[src/rtl/step_counter_sel_if.sv]
// rtl/step_counter_sel_if.sv - control/data bundle for step_counter_sel
// master drives controls and values; slave (the counter) returns count, out_val, wrap.
interface step_counter_sel_if #(
   parameter int WIDTH = 4
);
   logic             en;
   logic             up_dn;
   logic             load;
   logic [WIDTH-1:0] load_val;
   logic             sel_in;
   logic [WIDTH-1:0] in_val;
   logic [WIDTH-1:0] count;
   logic [WIDTH-1:0] out_val;
   logic             wrap;

   modport master (
      output en, up_dn, load, load_val, sel_in, in_val,
      input  count, out_val, wrap
   );

   modport slave (
      input  en, up_dn, load, load_val, sel_in, in_val,
      output count, out_val, wrap
   );
endinterface

[src/rtl/step_counter_sel.sv]
// rtl/step_counter_sel.sv - up/down step counter with load, registered output mux, wrap pulse
// Optional STEP_COUNTER_SAT_EN: saturate at 0 / 2**WIDTH-1 instead of wrapping.
module step_counter_sel #(
   parameter int WIDTH   = 4,
   parameter int STEP    = 1,
   parameter int RST_VAL = 0
) (
   input logic              clk,
   input logic              rst_n,
   step_counter_sel_if.slave bus
);
   localparam logic [WIDTH-1:0] RST_V  = RST_VAL[WIDTH-1:0];
   localparam logic [WIDTH-1:0] STEP_W = STEP[WIDTH-1:0];

   generate
      if (STEP < 1 || STEP >= (2 ** WIDTH)) begin : g_bad_step
         $error("step_counter_sel: STEP must be in 1..2**WIDTH-1");
      end
   endgenerate

   logic [WIDTH-1:0] count_q;
   logic [WIDTH-1:0] out_val_q;
   logic             wrap_q;
   logic [WIDTH-1:0] count_nxt;
   logic             wrap_nxt;
   logic [WIDTH:0]   sum_up;
   logic [WIDTH:0]   diff_dn;

   // The extra top bit of each result is the carry (up) or borrow (down).
   assign sum_up  = {1'b0, count_q} + {1'b0, STEP_W};
   assign diff_dn = {1'b0, count_q} - {1'b0, STEP_W};

   always_comb begin
      count_nxt = count_q;
      wrap_nxt  = 1'b0;
      if (bus.load) begin
         count_nxt = bus.load_val;
      end else if (bus.en) begin
         if (bus.up_dn) begin
            wrap_nxt = sum_up[WIDTH];
`ifdef STEP_COUNTER_SAT_EN
            count_nxt = sum_up[WIDTH] ? {WIDTH{1'b1}} : sum_up[WIDTH-1:0];
`else
            count_nxt = sum_up[WIDTH-1:0];
`endif
         end else begin
            wrap_nxt = diff_dn[WIDTH];
`ifdef STEP_COUNTER_SAT_EN
            count_nxt = diff_dn[WIDTH] ? {WIDTH{1'b0}} : diff_dn[WIDTH-1:0];
`else
            count_nxt = diff_dn[WIDTH-1:0];
`endif
         end
      end
   end

   // out_val tracks the value count takes on this same edge, so it never lags count.
   always_ff @(posedge clk) begin
      if (!rst_n) begin
         count_q   <= RST_V;
         out_val_q <= RST_V;
         wrap_q    <= 1'b0;
      end else begin
         count_q   <= count_nxt;
         wrap_q    <= wrap_nxt;
         out_val_q <= bus.sel_in ? bus.in_val : count_nxt;
      end
   end

   assign bus.count   = count_q;
   assign bus.out_val = out_val_q;
   assign bus.wrap    = wrap_q;
endmodule

[src/flat_wrapper.sv]
// flat-port wrapper written by rule: the top's interface ports become plain ports
module step_counter_sel_flat 
#(
   parameter int WIDTH   = 4,
   parameter int STEP    = 1,
   parameter int RST_VAL = 0
)
  (clk, rst_n, bus_en, bus_up_dn, bus_load, bus_load_val, bus_sel_in, bus_in_val, bus_count, bus_out_val, bus_wrap);
  step_counter_sel_if #(.WIDTH(WIDTH)) bus_i ();
  input logic clk;
  input logic rst_n;
  input wire logic [$bits(bus_i.en)-1:0] bus_en;
  input wire logic [$bits(bus_i.up_dn)-1:0] bus_up_dn;
  input wire logic [$bits(bus_i.load)-1:0] bus_load;
  input wire logic [$bits(bus_i.load_val)-1:0] bus_load_val;
  input wire logic [$bits(bus_i.sel_in)-1:0] bus_sel_in;
  input wire logic [$bits(bus_i.in_val)-1:0] bus_in_val;
  output wire logic [$bits(bus_i.count)-1:0] bus_count;
  output wire logic [$bits(bus_i.out_val)-1:0] bus_out_val;
  output wire logic [$bits(bus_i.wrap)-1:0] bus_wrap;
  assign bus_i.en = bus_en;
  assign bus_i.up_dn = bus_up_dn;
  assign bus_i.load = bus_load;
  assign bus_i.load_val = bus_load_val;
  assign bus_i.sel_in = bus_sel_in;
  assign bus_i.in_val = bus_in_val;
  assign bus_count = bus_i.count;
  assign bus_out_val = bus_i.out_val;
  assign bus_wrap = bus_i.wrap;
  step_counter_sel #(.WIDTH(WIDTH), .STEP(STEP), .RST_VAL(RST_VAL)) u_core (.clk(clk), .rst_n(rst_n), .bus(bus_i));
endmodule
[config.mk]
export PLATFORM = sky130hd
export DESIGN_NAME = step_counter_sel_flat
export DESIGN_NICKNAME = d
export VERILOG_FILES = /design/src/rtl/step_counter_sel_if.sv /design/src/rtl/step_counter_sel.sv /design/src/flat_wrapper.sv
export SDC_FILE = /design/constraint.sdc
export NUM_CORES = 1
export LEC_CHECK = 0
export ABC_CLOCK_PERIOD_IN_PS = 1800
export CORE_AREA = 4 4 42 44
export CTS_CLUSTER_SIZE = 10
export DETAILED_ROUTE_END_ITERATION = 16
export DIE_AREA = 0 0 46 48
export PLACE_DENSITY = 0.68
export RECOVER_POWER = 25
export SYNTH_ARGS = -nofsm -noshare
export SYNTH_HDL_FRONTEND = slang
export SYNTH_SLANG_ARGS = --single-unit
[constraint.sdc]
create_clock -name clk -period 1.8 [get_ports clk]
set_input_delay 0.18 -clock clk [delete_from_list [all_inputs] [get_ports clk]]
set_output_delay 0.18 -clock clk [all_outputs]
set_load 0.02 [all_outputs]
# ---- Yosys cells after proc, flatten, opt, wreduce, memory -nomap -nowiden
# Cells that the tools add are included.
dict set report word_totals {
  ff_bits 9
  latch_bits 0
  ram_bits 0
  romBits 0
  output_inout_bits 9
  mem_count 0
}
dict set report classes {
  add_sub_neg 2
  multipliers 0
  div_mod_pow 0
  magnitude_cmp 0
  n_eq_ne 0
  shift 0
  n_mux 5
  bitwise 2
  reduce_logical 1
}
# op n
set ops {}
lappend ops {{4-bit two-way mux} 4}
lappend ops {{4-bit by 1-bit adder with 5-bit output (second input constant)} 1}
lappend ops {{4-bit by 1-bit subtractor with 5-bit output (second input constant)} 1}
lappend ops {{3-bit OR reduction} 1}
lappend ops {{1-bit NOT} 2}
lappend ops {{1-bit two-way mux} 1}

# ---- Depth between registers and ports, before layout
dict set report logic_depth {
  ltp_word 5
  mapped_depth 6
  depth_no_buf 6
}

# ---- Least setup slack after synthesis
# No wires, ideal clock.
dict set report synth_timing {
  kind {register to register}
  from {register u_core.count_q[0], in the netlist u_core.bus.count[0]}
  to {register u_core.out_val_q[1], in the netlist u_core.bus.out_val[1]}
  setup_ns 0.115
  arrival_ns 1.513
  slack_ns 0.172
  stages_incl_launch_ff 7
  path_cell_list {dfxtp_1 > inv_1 > ha_1 > xnor2_1 > a211oi_1 > o31ai_1 > and2_1}
}
dict set report synth_via {
  elab_chain_len 5
  word_cells_on_any_way 6
  cone_classes {add/sub (2); mux (4)}
}
# item line
set synth_rtl {}
lappend synth_rtl {{start, declared} step_counter_sel.sv:21} ;# logic [WIDTH-1:0] count_q;
lappend synth_rtl {{start signal, assigned} step_counter_sel.sv:64} ;# count_q <= count_nxt;
lappend synth_rtl {{4-bit by 1-bit subtractor with 5-bit output or 4-bit by 1-bit adder with 5-bit output (tied branches)} {step_counter_sel.sv:31, step_counter_sel.sv:30}}
lappend synth_rtl {{4-bit two-way mux *} step_counter_sel.sv:39} ;# if (bus.up_dn) begin
lappend synth_rtl {{4-bit two-way mux *} step_counter_sel.sv:38} ;# end else if (bus.en) begin
lappend synth_rtl {{4-bit two-way mux *} step_counter_sel.sv:36} ;# if (bus.load) begin
lappend synth_rtl {{4-bit two-way mux *} step_counter_sel.sv:66} ;# out_val_q <= bus.sel_in ? bus.in_val : count_nxt;
lappend synth_rtl {{end signal, assigned} step_counter_sel.sv:66}
lappend synth_rtl {{end, declared} step_counter_sel.sv:22} ;# logic [WIDTH-1:0] out_val_q;
# Every way passes the cells marked *; elsewhere a longest branch is shown, timed or not.
# A chain may end at the register's enable or synchronous reset.

# ---- Final worst setup path
dict set report layout_timing {
  from {register u_core.count_q[1], in the netlist u_core.bus.count[1]}
  to {register u_core.out_val_q[1], in the netlist u_core.bus.out_val[1]}
}
dict set report layout_via {
  elab_chain_len 5
  word_cells_on_any_way 6
  cone_classes {add/sub (2); mux (4)}
}
# item line
set layout_rtl {}
lappend layout_rtl {{4-bit by 1-bit subtractor with 5-bit output or 4-bit by 1-bit adder with 5-bit output (tied branches)} {step_counter_sel.sv:31, step_counter_sel.sv:30}}
lappend layout_rtl {{4-bit two-way mux} step_counter_sel.sv:39}
lappend layout_rtl {{4-bit two-way mux *} step_counter_sel.sv:38}
lappend layout_rtl {{4-bit two-way mux *} step_counter_sel.sv:36}
lappend layout_rtl {{4-bit two-way mux *} step_counter_sel.sv:66}
# Marked as above.

==> flow_metrics.tcl <==
set metrics [dict create \
    outcome "finished clean" \
    reg2reg_from "u_core.bus.count[1]$_SDFF_PN0_" \
    final_nets 99 \
    coreArea_um2 1440 \
    fin_setup_tns_ns 0 \
    holdWs_ns 0.507 \
    pwr-share-comb 0.282 \
    cts_hold_buf 0 \
    die-area_um2 2210 \
    worst_pin_slew_ns 0.289 \
    clock_path_buffers 2 \
    root_buffer "clkbuf_4" \
    power_density_nw_per_um2 706 \
    synth.cell_area_um2 472 \
    ys_warn_count 0 \
    num_antenna_cells 0 \
    io_buffers 22 \
    pin_count 23 \
    worstHoldPathType "in -> reg" \
    multi_input_area_um2 269 \
    final_util 0.527 \
    max_freq_ghz 0.635 \
    start_util 0.328 \
    seq_power_share 0.423 \
    drive_above_1_share 0.110 \
    rsz0062_at_grt "no" \
    fillers 154 \
    fin_skew_ns 0.00610 \
    required_ns 1.95 \
    total_leakage_power_nw 0.313 \
    vias 492 \
    antenna_found_initial 0 \
    cp-end-kind "flip-flop" \
    cp-startpoint "u_core.bus.count[1]$_SDFF_PN0_" \
    synth_cells 54 \
    max_cap_viol_count 0 \
    dp_hpwl_um 914 \
    grt_pass1_wl_mm 1.75 \
    netSwitchingPower_mw 0.151 \
    finalPower_mw 0.534 \
    synth-edff-count 0 \
    cp.arrival_ns 1.72 \
    netSwitchingFraction 0.282 \
    wl_per_cell_um 11.7 \
    clk_latency_ns 0.26 \
    worstPathMaxFanout 6 \
    post-route-period-util 0.874 \
    cts_max_level 1 \
    cts_setup_buffers 0 \
    hold_viol 0 \
    ys.flop_type "dfxtp_1" \
    clkSinkCount 9 \
    drc 0 \
    avgSynthCellArea_um2 8.74 \
    min_period_ns 1.57 \
    ys_ff_latch 9 \
    fin_ws_ns 0.226 \
    seqCellArea_um2 180 \
    clkTransAtPathRegs_ns 0.07 \
    cts_tree "built" \
    setup_violations 0 \
    dr.pass1.iters 1 \
    vias_per_cell 5.02 \
    start_kind "flip-flop" \
    grt_use_total 0.109 \
    fp.dieW_um 46 \
    relSlewSlack 0.806 \
    place.gp.congestion 0.692 \
    cts_resized 0 \
    yosysSeqAreaShare 0.382 \
    ant_nets 0 \
    syn_nets 70 \
    worst_hold_startpoint "bus_load_val[2]" \
    drt_iter0_drc 0 \
    clock_power_share 0.295 \
    report.final.slew_viol_count 0 \
    grt-ovfl-total 0 \
    cts_buffers 3 \
    ir_worst_vdd_v 0.000304 \
    grt_start_max_net_pins 9 \
    dp_slack_ns 0.185 \
    synthArstFlopShare 0 \
    routed_wl_mm 1.15 \
    area_delta_synth_final_pct 60.5 \
    first_global_vias 456 \
    die_y_um 48 \
    synthDistinctLibCells 27 \
    criticalPathCategory "reg -> reg" \
    p_int_mw 0.384 \
    rows 14 \
]
==> synthesized netlist by cell type, types with 2 or more instances <==
cell	count	area [um^2]
mux2i_1	2	20.0
ha_1	2	25.0
and2_1	2	12.5
o21ai_0	3	15.0
inv_1	5	18.8
nand2_1	5	18.8
nor2_1	2	7.51
nor2b_1	2	12.5
dfxtp_1	9	180
a31oi_1	3	18.8
nand4_1	2	12.5
a21oi_1	2	10.0
==> worst paths after layout <==
check | end | slack [ns] | cells past startpoint
max | u_core.bus.out_val[1]$_SDFF_PN0_ | 0.23 | 6
min | u_core.bus.count[2]$_SDFF_PN0_ | 0.51 | 3
max reg2reg | u_core.bus.out_val[1]$_SDFF_PN0_ | 0.23 | 6
min reg2reg | u_core.bus.wrap$_SDFF_PP0_ | 0.58 | 2
==> cells by family (layout without fill, tap and decap cells) <==
family | Yosys count | in the layout | share of synthesized area
mux | 2 | 2 | 0.0424
compound gates | 14 | 14 | 0.202
fa+ha+maj | 2 | 2 | 0.0530
flops | 9 | 9 | 0.382
buf+inv | 6 | 34 | 0.0477
xor+xnor | 2 | 2 | 0.0371
simple gates | 19 | 19 | 0.236
==> sequential cells by signal, indices dropped and copies added (netlist names) <==
register / count
u_core.bus.out_val: 4
u_core.bus.wrap: 1
u_core.bus.count: 4
==> routing by layer <==
metal  track usage  routed length, um
met5             0                  0
met4        0.0511                  0
met3        0.0263                 71
met2         0.209                611
met1         0.111                462
==> area by class of cell <==
class	count	area share
sequential	9	0.238
multi-input combinational	39	0.355
tap	16	0.0264
inverter	5	0.0248
clock buffer	4	0.0347
timing repair buffer	25	0.321
==> worst max-delay path, stage by stage, from the launching register on <==
cell,delay [ns]
dfxtp_1,0.41
inv_1,0.06
ha_1,0.28
xnor2_1,0.13
a211oi_1,0.31
o31ai_1,0.11
and2_1,0.16
==> metrics by stage <==
| step | area, um^2 | std cells |
|---|---|---|
| 2_1_floorplan | 472 | 54 |
| 3_3_place_gp | 731 | 94 |
| 3_5_place_dp | 731 | 94 |
| 4_1_cts | 757 | 98 |
| 5_1_grt | 757 | 98 |
| 6_report | 757 | 98 |
==> power groups by stage <==
stage / combinational (mW) / sequential [mW] / clock, mW
after global placement: 0.152 / 0.231 / 0
final: 0.151 / 0.226 / 0.157
after detailed placement: 0.153 / 0.231 / 0
after floorplan: 0.0533 / 0.250 / 0
after global routing: 0.163 / 0.228 / 0.171
after CTS: 0.155 / 0.227 / 0.159
==> layout by cell type (no fill, tap or decap) <==
master,Yosys,final
nand2_1,5,5
and2_1,2,1
a22o_1,1,1
mux2i_1,2,2
a21oi_1,2,2
a211oi_2,1,1
o21a_1,1,1
xnor2_1,1,1
nand4_1,2,2
nor3b_1,1,1
or4_4,1,1
or4b_2,1,1
nor3_1,1,1
buf_4,0,3
o31ai_1,1,1
o21ai_0,3,3
clkbuf_1,0,1
clkdlybuf4s50_1,0,19
nand3b_1,1,1
ha_1,2,2
a21boi_0,1,1
nor2_1,2,2
xor2_1,1,1
nor2b_1,2,2
clkbuf_4,0,3
a211oi_1,1,1
inv_1,5,5
a31oi_1,3,3
dfxtp_1,9,9
and3_1,1,1
dlygate4sd3_1,0,3
and2_0,0,1
Power figures use the tool's default switching activity.
